## config.mk

```make
export PLATFORM = sky130hd
export DESIGN_NAME = accel_dispatch_ctrl
export DESIGN_NICKNAME = d
export VERILOG_FILES = /design/src/rtl/accel_dispatch_ctrl.sv
export SDC_FILE = /design/constraint.sdc
export NUM_CORES = 1
export LEC_CHECK = 0
export CAP_MARGIN = 10
export CORE_UTILIZATION = 60
export DETAILED_ROUTE_END_ITERATION = 12
export GPL_TIMING_DRIVEN = 1
export PLACE_DENSITY = 0.87
export SLEW_MARGIN = 10
export SYNTH_ARGS = -nofsm -noshare
export SYNTH_HDL_FRONTEND = slang
export SYNTH_SLANG_ARGS = --single-unit
```

## constraint.sdc

```tcl
create_clock -name clk -period 5.2 [get_ports clk]
set_input_delay 1.04 -clock clk [delete_from_list [all_inputs] [get_ports clk]]
set_output_delay 1.04 -clock clk [all_outputs]
set_load 0.1 [all_outputs]
```

## src/rtl/accel_dispatch_ctrl.sv

```systemverilog
// accel_dispatch_ctrl
// Dispatches host control packets to the accelerator units. Packets are
// buffered in a small FIFO, then decoded and issued one at a time on a shared
// command bus. The next command is issued only after the addressed unit
// reports completion. COPY and ADD_VEC run as two phases: the source unit
// first (phase 0), then the target unit (phase 1).
//
// Ports
//   clk, rst                        clock, synchronous active-high reset
//   pkt_valid / pkt_ready           host packet handshake (ready = FIFO not full)
//   pkt_unit_id, pkt_src_unit_id    target unit, source unit (two-phase ops)
//   pkt_ctrl                        [2:0] op, [4:3] comp type, [5] unused
//   pkt_config                      [3:0] addr, [6:4] size, [7] unused
//   cmd_valid / cmd_ready           command bus handshake
//   cmd_unit_id ... cmd_phase       command fields, stable while cmd_valid
//   done_valid, done_unit_id        completion pulse from a unit
//   busy                            FSM active or packets still buffered
//   err                             one-cycle pulse: illegal op or timeout
// All outputs come straight from flops.

module accel_dispatch_ctrl #(
    parameter int FIFO_DEPTH     = 4,
    parameter int TIMEOUT_CYCLES = 1024
) (
    input  logic       clk,
    input  logic       rst,
    input  logic       pkt_valid,
    output logic       pkt_ready,
    input  logic [7:0] pkt_unit_id,
    input  logic [7:0] pkt_src_unit_id,
    input  logic [5:0] pkt_ctrl,
    input  logic [7:0] pkt_config,
    output logic       cmd_valid,
    input  logic       cmd_ready,
    output logic [7:0] cmd_unit_id,
    output logic [7:0] cmd_src_unit_id,
    output logic [2:0] cmd_op,
    output logic [1:0] cmd_comp,
    output logic [3:0] cmd_addr,
    output logic [2:0] cmd_size,
    output logic       cmd_phase,
    input  logic       done_valid,
    input  logic [7:0] done_unit_id,
    output logic       busy,
    output logic       err
);

    localparam int PTR_W = (FIFO_DEPTH > 1) ? $clog2(FIFO_DEPTH) : 1;
    localparam int CNT_W = $clog2(FIFO_DEPTH + 1);
    localparam int TMO_W = (TIMEOUT_CYCLES > 2) ? $clog2(TIMEOUT_CYCLES) : 1;

    localparam logic [2:0] OP_NOP     = 3'b000;
    localparam logic [2:0] OP_LOAD    = 3'b001;
    localparam logic [2:0] OP_STORE   = 3'b010;
    localparam logic [2:0] OP_COMPUTE = 3'b011;
    localparam logic [2:0] OP_COPY    = 3'b100;
    localparam logic [2:0] OP_ADD_VEC = 3'b101;

    typedef enum logic [1:0] {
        ST_IDLE  = 2'd0,
        ST_ISSUE = 2'd1,
        ST_WAIT  = 2'd2
    } state_e;

    typedef struct packed {
        logic [7:0] unit_id;
        logic [7:0] src_unit_id;
        logic [2:0] op;
        logic [1:0] comp;
        logic [3:0] addr;
        logic [2:0] size;
    } pkt_t;

    // ------------------------------------------------------------------
    // Packet FIFO
    // ------------------------------------------------------------------
    pkt_t             fifo_mem [FIFO_DEPTH];
    pkt_t             in_pkt;
    pkt_t             head_pkt;
    logic [PTR_W-1:0] wr_ptr_q, wr_ptr_d;
    logic [PTR_W-1:0] rd_ptr_q, rd_ptr_d;
    logic [CNT_W-1:0] count_q, count_d;
    logic             push;
    logic             pop;

    // Reserved control/config bits are deliberately dropped.
    logic unused_rsvd_bits;
    assign unused_rsvd_bits = pkt_ctrl[5] ^ pkt_config[7];

    assign in_pkt = '{
        unit_id:     pkt_unit_id,
        src_unit_id: pkt_src_unit_id,
        op:          pkt_ctrl[2:0],
        comp:        pkt_ctrl[4:3],
        addr:        pkt_config[3:0],
        size:        pkt_config[6:4]
    };

    assign head_pkt = fifo_mem[rd_ptr_q];

    // ------------------------------------------------------------------
    // FSM and command register
    // ------------------------------------------------------------------
    state_e           state_q, state_d;
    pkt_t             cur_q, cur_d;
    logic [7:0]       cmd_unit_q, cmd_unit_d;
    logic             phase_q, phase_d;
    logic [TMO_W-1:0] tmo_q, tmo_d;
    logic             err_q, err_d;
    logic             cmd_valid_q, cmd_valid_d;
    logic             busy_q, busy_d;
    logic             pkt_ready_q, pkt_ready_d;
    logic             done_match;
    logic             two_phase;

    assign push       = pkt_valid && pkt_ready_q;
    assign done_match = done_valid && (done_unit_id == cmd_unit_q);
    assign two_phase  = (cur_q.op == OP_COPY) || (cur_q.op == OP_ADD_VEC);

    always_comb begin
        // NOTE: every signal written here gets a default first, so no path
        // through the case can leave one unassigned and infer a latch.
        state_d    = state_q;
        cur_d      = cur_q;
        cmd_unit_d = cmd_unit_q;
        phase_d    = phase_q;
        tmo_d      = tmo_q;
        err_d      = 1'b0;
        pop        = 1'b0;

        unique case (state_q)
            ST_IDLE: begin
                if (count_q != '0) begin
                    pop = 1'b1;
                    unique case (head_pkt.op)
                        OP_NOP: ;  // discarded, one IDLE cycle spent
                        OP_LOAD, OP_STORE, OP_COMPUTE: begin
                            cur_d      = head_pkt;
                            cmd_unit_d = head_pkt.unit_id;
                            phase_d    = 1'b0;
                            state_d    = ST_ISSUE;
                        end
                        OP_COPY, OP_ADD_VEC: begin
                            cur_d      = head_pkt;
                            cmd_unit_d = head_pkt.src_unit_id;
                            phase_d    = 1'b0;
                            state_d    = ST_ISSUE;
                        end
                        default: err_d = 1'b1;  // illegal op, dropped
                    endcase
                end
            end

            ST_ISSUE: begin
                if (cmd_ready) begin
                    state_d = ST_WAIT;
                    tmo_d   = '0;
                end
            end

            ST_WAIT: begin
                if (done_match) begin
                    if (two_phase && !phase_q) begin
                        phase_d    = 1'b1;
                        cmd_unit_d = cur_q.unit_id;
                        state_d    = ST_ISSUE;
                    end else begin
                        state_d = ST_IDLE;
                    end
                end else if (tmo_q == TMO_W'(TIMEOUT_CYCLES - 2)) begin
                    // Decided one cycle early: the err flop adds a cycle, so
                    // err lands exactly TIMEOUT_CYCLES after the handshake.
                    err_d   = 1'b1;
                    state_d = ST_IDLE;
                end else begin
                    tmo_d = tmo_q + TMO_W'(1);
                end
            end

            default: state_d = ST_IDLE;
        endcase
    end

    // FIFO bookkeeping; a push and a pop in the same cycle both take effect.
    always_comb begin
        wr_ptr_d = wr_ptr_q;
        rd_ptr_d = rd_ptr_q;
        count_d  = count_q;
        if (push) begin
            wr_ptr_d = wr_ptr_q + PTR_W'(1);
        end
        if (pop) begin
            rd_ptr_d = rd_ptr_q + PTR_W'(1);
        end
        if (push && !pop) begin
            count_d = count_q + CNT_W'(1);
        end else if (!push && pop) begin
            count_d = count_q - CNT_W'(1);
        end
    end

    // Registered status outputs reflect the state being entered.
    always_comb begin
        cmd_valid_d = (state_d == ST_ISSUE);
        busy_d      = (state_d != ST_IDLE) || (count_d != '0);
        pkt_ready_d = (count_d != CNT_W'(FIFO_DEPTH));
    end

    always_ff @(posedge clk) begin
        // NOTE: state flops use non-blocking assignments so every flop
        // samples the pre-edge value of every other flop.
        if (rst) begin
            state_q     <= ST_IDLE;
            cur_q       <= '0;
            cmd_unit_q  <= '0;
            phase_q     <= 1'b0;
            tmo_q       <= '0;
            err_q       <= 1'b0;
            cmd_valid_q <= 1'b0;
            busy_q      <= 1'b0;
            pkt_ready_q <= 1'b1;
            wr_ptr_q    <= '0;
            rd_ptr_q    <= '0;
            count_q     <= '0;
        end else begin
            state_q     <= state_d;
            cur_q       <= cur_d;
            cmd_unit_q  <= cmd_unit_d;
            phase_q     <= phase_d;
            tmo_q       <= tmo_d;
            err_q       <= err_d;
            cmd_valid_q <= cmd_valid_d;
            busy_q      <= busy_d;
            pkt_ready_q <= pkt_ready_d;
            wr_ptr_q    <= wr_ptr_d;
            rd_ptr_q    <= rd_ptr_d;
            count_q     <= count_d;
        end
    end

    // NOTE: the storage array is not reset; the pointers and count are, and
    // an entry is only ever read after it has been written.
    always_ff @(posedge clk) begin
        if (push) begin
            fifo_mem[wr_ptr_q] <= in_pkt;
        end
    end

    assign pkt_ready       = pkt_ready_q;
    assign cmd_valid       = cmd_valid_q;
    assign cmd_unit_id     = cmd_unit_q;
    assign cmd_src_unit_id = cur_q.src_unit_id;
    assign cmd_op          = cur_q.op;
    assign cmd_comp        = cur_q.comp;
    assign cmd_addr        = cur_q.addr;
    assign cmd_size        = cur_q.size;
    assign cmd_phase       = phase_q;
    assign busy            = busy_q;
    assign err             = err_q;

endmodule

```

Yosys cells after proc, flatten, opt, wreduce, memory -nomap -nowiden
Memory sizes are Yosys's and may differ from the RTL's. A register that Yosys moved wholly into a read port is not among the register bits.
Index checks and enable logic that the tools add are counted.
Cells by class
  equality and inequality tests: 21
  $add $sub $neg: 5
  multiplexer cells: 34
  reductions and logical operators: 25
Operators with widths (count)
  8-bit case mux with 2 select lines: 2
  10-bit two-way mux: 3
  8-bit two-way mux: 3
  10-bit case mux with 2 select lines: 1
  2-bit two-way mux: 7
  2-bit != test, second input constant: 7
  1-bit two-way mux: 13
  3-bit == test, second input constant: 4
  10-bit by 1-bit adder with 10-bit output, second input constant: 1
  10-bit == test, second input constant: 1
  5-bit AND reduction: 2
  8-bit == test: 1
  3-bit by 2-bit == test with 1-bit output, second input constant: 2
  3-bit two-way mux: 2
  2-bit case mux with 3 select lines: 1
  2-bit nonzero test: 3
  3-bit nonzero test: 2
  6-bit OR reduction: 1
  1-bit logical AND: 5
  5-bit OR reduction: 1
  2-bit by 1-bit adder with 2-bit output, second input constant: 2
  2-bit by 1-bit == test with 1-bit output, second input constant: 2
  1-bit case mux with 2 select lines: 2
  4-bit AND reduction: 1
  13 further kinds: 16
Storage, ports and cells
  register bits after elaboration: 60
  memory bits (writable): 112
  word-level logic and storage cells: 103
  memories: 1
  output and inout port bits: 33
  bits of input ports: 43
Memories
  fifo_mem: depth 4, width 28, rd ports 1, clocked after memory_dff 1, write ports 1, RTL line 77  | pkt_t fifo_mem [FIFO_DEPTH];

Logic depth before layout (Yosys ltp)
  depth after elaboration: 8
  depth in mapped cells: 9
  gate-level depth less buffers: 8

Worst setup path before layout
Ideal clock, no wire load.
  kind: input to register
  from: input done_unit_id[6]
  to: register tmo_q[3]
  required time: 5.072 ns
  setup time: 0.128 ns
  arrival: 2.400 ns
  buffers on the path: 1
  path slack: 2.672 ns
  stages: 7
  cells stage by stage: xor2_1 nor4_1 a31oi_1 a21oi_1 clkbuf_1 or3_1 a21oi_1
On the way
  longest elaborated chain between the ends: 4
RTL lines
  start, declared: RTL line 43  | input logic [7:0] done_unit_id,
  8-bit == test: RTL line 117  | assign done_match = done_valid && (done_unit_id == cmd_unit_q);
  1-bit logical AND: RTL line 117
  2-bit != test (no source line)
  4-bit AND reduction (no source line)
  end signal, assigned: RTL line 230  | tmo_q <= tmo_d;
  end, declared: RTL line 108  | logic [TMO_W-1:0] tmo_q, tmo_d;
Every way passes these cells.
A chain may end at the register's enable or synchronous reset.

Final worst setup path
  from: register pkt_ready_q, in the netlist pkt_ready
  to: output pkt_ready
RTL lines
  start, declared: RTL line 112  | logic pkt_ready_q, pkt_ready_d;
  start signal, assigned: RTL line 234  | pkt_ready_q <= pkt_ready_d;
  end, declared: RTL line 28  | output logic pkt_ready,
No word-level cell between the ends.

==> impl_results.md <==
* Status: complete, no violations
* Rel. slew slack at between 20 and 30%
* Share of layout cells above drive strength 1 at 12.4%
* Syn-to-layout area delta at 17.9%
* Synth cell types at 48
* Final period utilization at 59.3%
* Fin crit period at approximately 3 ns
* Root buffer cell: clkbuf_16
* Yosys Warn Count at 0
* Dominant cell type by area after synthesis: edfxtp_1
* DIE HEIGHT at approximately 110 um
* Resize count post-CTS at 0
* P_leak at 2.99 nW
* Worst-path cell chain: clkdlybuf4s50_1
* CTS tree: built
* Final wirelength at about 14 mm
* Gr usage total at 24.3%
* Top-count cell post-synth: edfxtp_1
* Initial Util at ~62%
* Worst path slowest cell: clkdlybuf4s50_1
* Hold slack at 0.492 ns
* Synth Area in Simple Gates at under 10%
* # clock sinks at approximately 170
* Multi-input gate area at 2110 um^2
* Switching pwr at 0.00217 W
* Die Area at 12,200 um^2
* Commonest cells post-synth: 112 x edfxtp_1, 62 x dfxtp_1, 42 x nor2_1
* Int Power at 0.00320 W
* Clock network fraction of total power at 23.2%
* Final hold viol count at 0
* Setup Fix Bufs, Post-CTS at 0
* Largest family of logic cells by synthesized area: multiplexers
* First-pass GRT wire length at 20.9 mm
* Slew Viols, Final at 0
* Total number of vias at 4,044
* Logic pwr share at 41.3%
* Vias per std cell at 5.84
* Complex-gate fraction of the synthesized area at between 3 and 4%
* Crit path buf inv count at 1
* Layout fillers at roughly 720
* GP Congestion at 0.775
* Syn Inst Count at 480
* 1st-iter DRT viols at 248
* Max-cap violation count at 0
* Grt ovf at 0
* Multiplexer area fraction after synthesis at 14.1%
* Pin count of the biggest net entering global routing at between 60 and 70
* Routed Antenna Nets at 0
* Final setup violating endpoints at 0
* CTS Buf Count at 17
* Synth Cell Area at slightly above 7000 um^2
* Core Area at 11,400 um^2
* Vias in the first global route at just over 4k
* Seq pwr share at 35.5%
* Setup TNS Final at 0 ns
* Final Util at ~73%
* Worst slew pin tran at 1.08 ns
* Pwr dens at 648 nW/um^2
* H-tree levels at 4
* F_max at 324 MHz
* CP max FO at 8
* Layout Nets at about 590
* Clock buffer depth at 2
* Syn Area/Cell at 14.7 um^2
* Worst hold path type: reg -> reg
* Synth area leaders: edfxtp_1 48%, dfxtp_1 18%, mux4_2 9.0%, mux2i_1 5.1%, buf_4 2.3%
* Placement Rows at 39
* Synth Area in Adders at under 10%
* Largest stage delay, worst path at 1.18 ns
* Worst setup EP type: output port
* Diode count at 0
* Detailed Place HPWL at roughly 8.4 mm
* Top cell type's share of synthesized area at 47.7%
* Skew-Pair Late Insertion Delay at 0.43 ns
* Synth Flop Type: edfxtp_1
* Die width at 110 um
* Number of synthesized flops with an enable pin at 112
* Asr flop ratio synth at 0%
* CP Class: reg -> out
* PortBufs at 73
* Cts hold-fix bufs at 0
* Xor and xnor area share after synthesis at 1.99%
* Routed wire per std cell at 19.7 um
* Drt pass-1 iters at 5
* Required time worst endpoint at 4.16 ns
* Clk slew on worst S/H paths at 0.06 ns
* RSZ-0062 raised after global routing: false
* Total area of sequential cells at 4610 um^2
* Delay-heaviest family, CP: buffers and inverters
* Setup Skew at approximately 0.007 ns
* Total power at 0.00538 W
* Sw frac at 40.4%
* Residual DRC at 0
* Seq/Total Area, Yosys at 65.4%
* Initial antenna violation count at 0
* Mapped Nets at 532
* CP Launch Type: register
* Io pins at 76
* Register bit total from synthesis at 174
* Max rail drop VDD at approximately 0.00053 V
* Arrival @ worst endpoint at around 2.0 ns
-- metal layers --
layer  GRT usage, %  part of all wire (%)
met1           28.9                    40
met5              0                     0
met4           10.8                   1.8
met2           40.4                    51
met3           8.23                   7.2
-- power groups by stage --
| stage | logic, W | registers [W] | clock network, W |
|---|---|---|---|
| finish | 0.00222 | 0.00191 | 0.00125 |
| global route | 0.00234 | 0.00193 | 0.00132 |
| CTS | 0.00223 | 0.00191 | 0.00127 |
| detailed placement | 0.00221 | 0.00193 | 0 |
| global placement | 0.00214 | 0.00191 | 0 |
| floorplan | 0.00164 | 0.00215 | 0 |
-- final timing paths --
| path | from | endpoint | slack [ns] | cells past startpoint |
|---|---|---|---|---|
| worst min register to register | tmo_q[7]$_SDFFE_PP0P_ | tmo_q[7]$_SDFFE_PP0P_ | 0.49 | 2 |
| worst max-delay path | pkt_ready$_SDFF_PP1_ | pkt_ready | 2.12 | 1 |
| worst min-delay path | tmo_q[7]$_SDFFE_PP0P_ | tmo_q[7]$_SDFFE_PP0P_ | 0.49 | 2 |
| worst max register to register | register | cmd_unit_id[7]$_SDFFE_PP0P_ | 2.35 | 6 |
-- cell families (layout without fill, tap and decap cells) --
| group | after synthesis | count (layout) |
|---|---|---|
| DFF | 174 | 174 |
| and+or+nand+nor | 120 | 120 |
| muxes | 64 | 64 |
| buffers and inverters | 55 | 124 |
| AOI/OAI and AO/OA | 42 | 42 |
| xor gates and xnor gates | 16 | 16 |
| adders and majority gates | 9 | 9 |
-- state kept, by name, summed over array words and instances (netlist names), named ones only --
register and count:
busy 1, cmd_valid 1, cmd_comp 2, cmd_src_unit_id 8
rd_ptr_q 2, fifo_mem 112, count_q 3, tmo_q 10
state_q 2, err 1, wr_ptr_q 2, cmd_phase 1
cmd_addr 4, cmd_unit_id 8, cmd_op 3, cmd_size 3
pkt_ready 1, cur_q 8
-- layout by cell type (no fill, tap or decap), drive strengths merged, types with 3 or more instances in the layout --
master         count
and2               3
buf                8
edfxtp           112
dfxtp             62
nand2             27
xor2               5
or3                7
o31ai              8
nand3b             8
ha                 9
nand4              3
xnor2             11
o21ai             13
nor3               3
clkbuf            23
a21oi              8
clkdlybuf4s50     72
mux2i             36
nor2              42
inv               16
mux4              28
nand3             10
and3               5
-- layout make-up --
type | instances | share of cell area [%]
Sequential cell | 174 | 55.5
Multi-Input combinational cell | 251 | 25.4
Timing Repair Buffer | 80 | 9.37
Clock buffer | 23 | 5.76
Tap cell | 143 | 2.16
Clock inverter | 8 | 1.27
Inverter | 13 | 0.588
-- per-stage QoR --
step           instance area (um^2)  worst slack, ns  instances
2_1_floorplan                  7040             2.67        480
3_3_place_gp                   7720             1.85        661
3_5_place_dp                   7720             1.83        661
4_1_cts                        8300             2.10        692
5_1_grt                        8300             2.02        692
6_report                       8300             2.12        692
(Power assumes the default switching activity.)
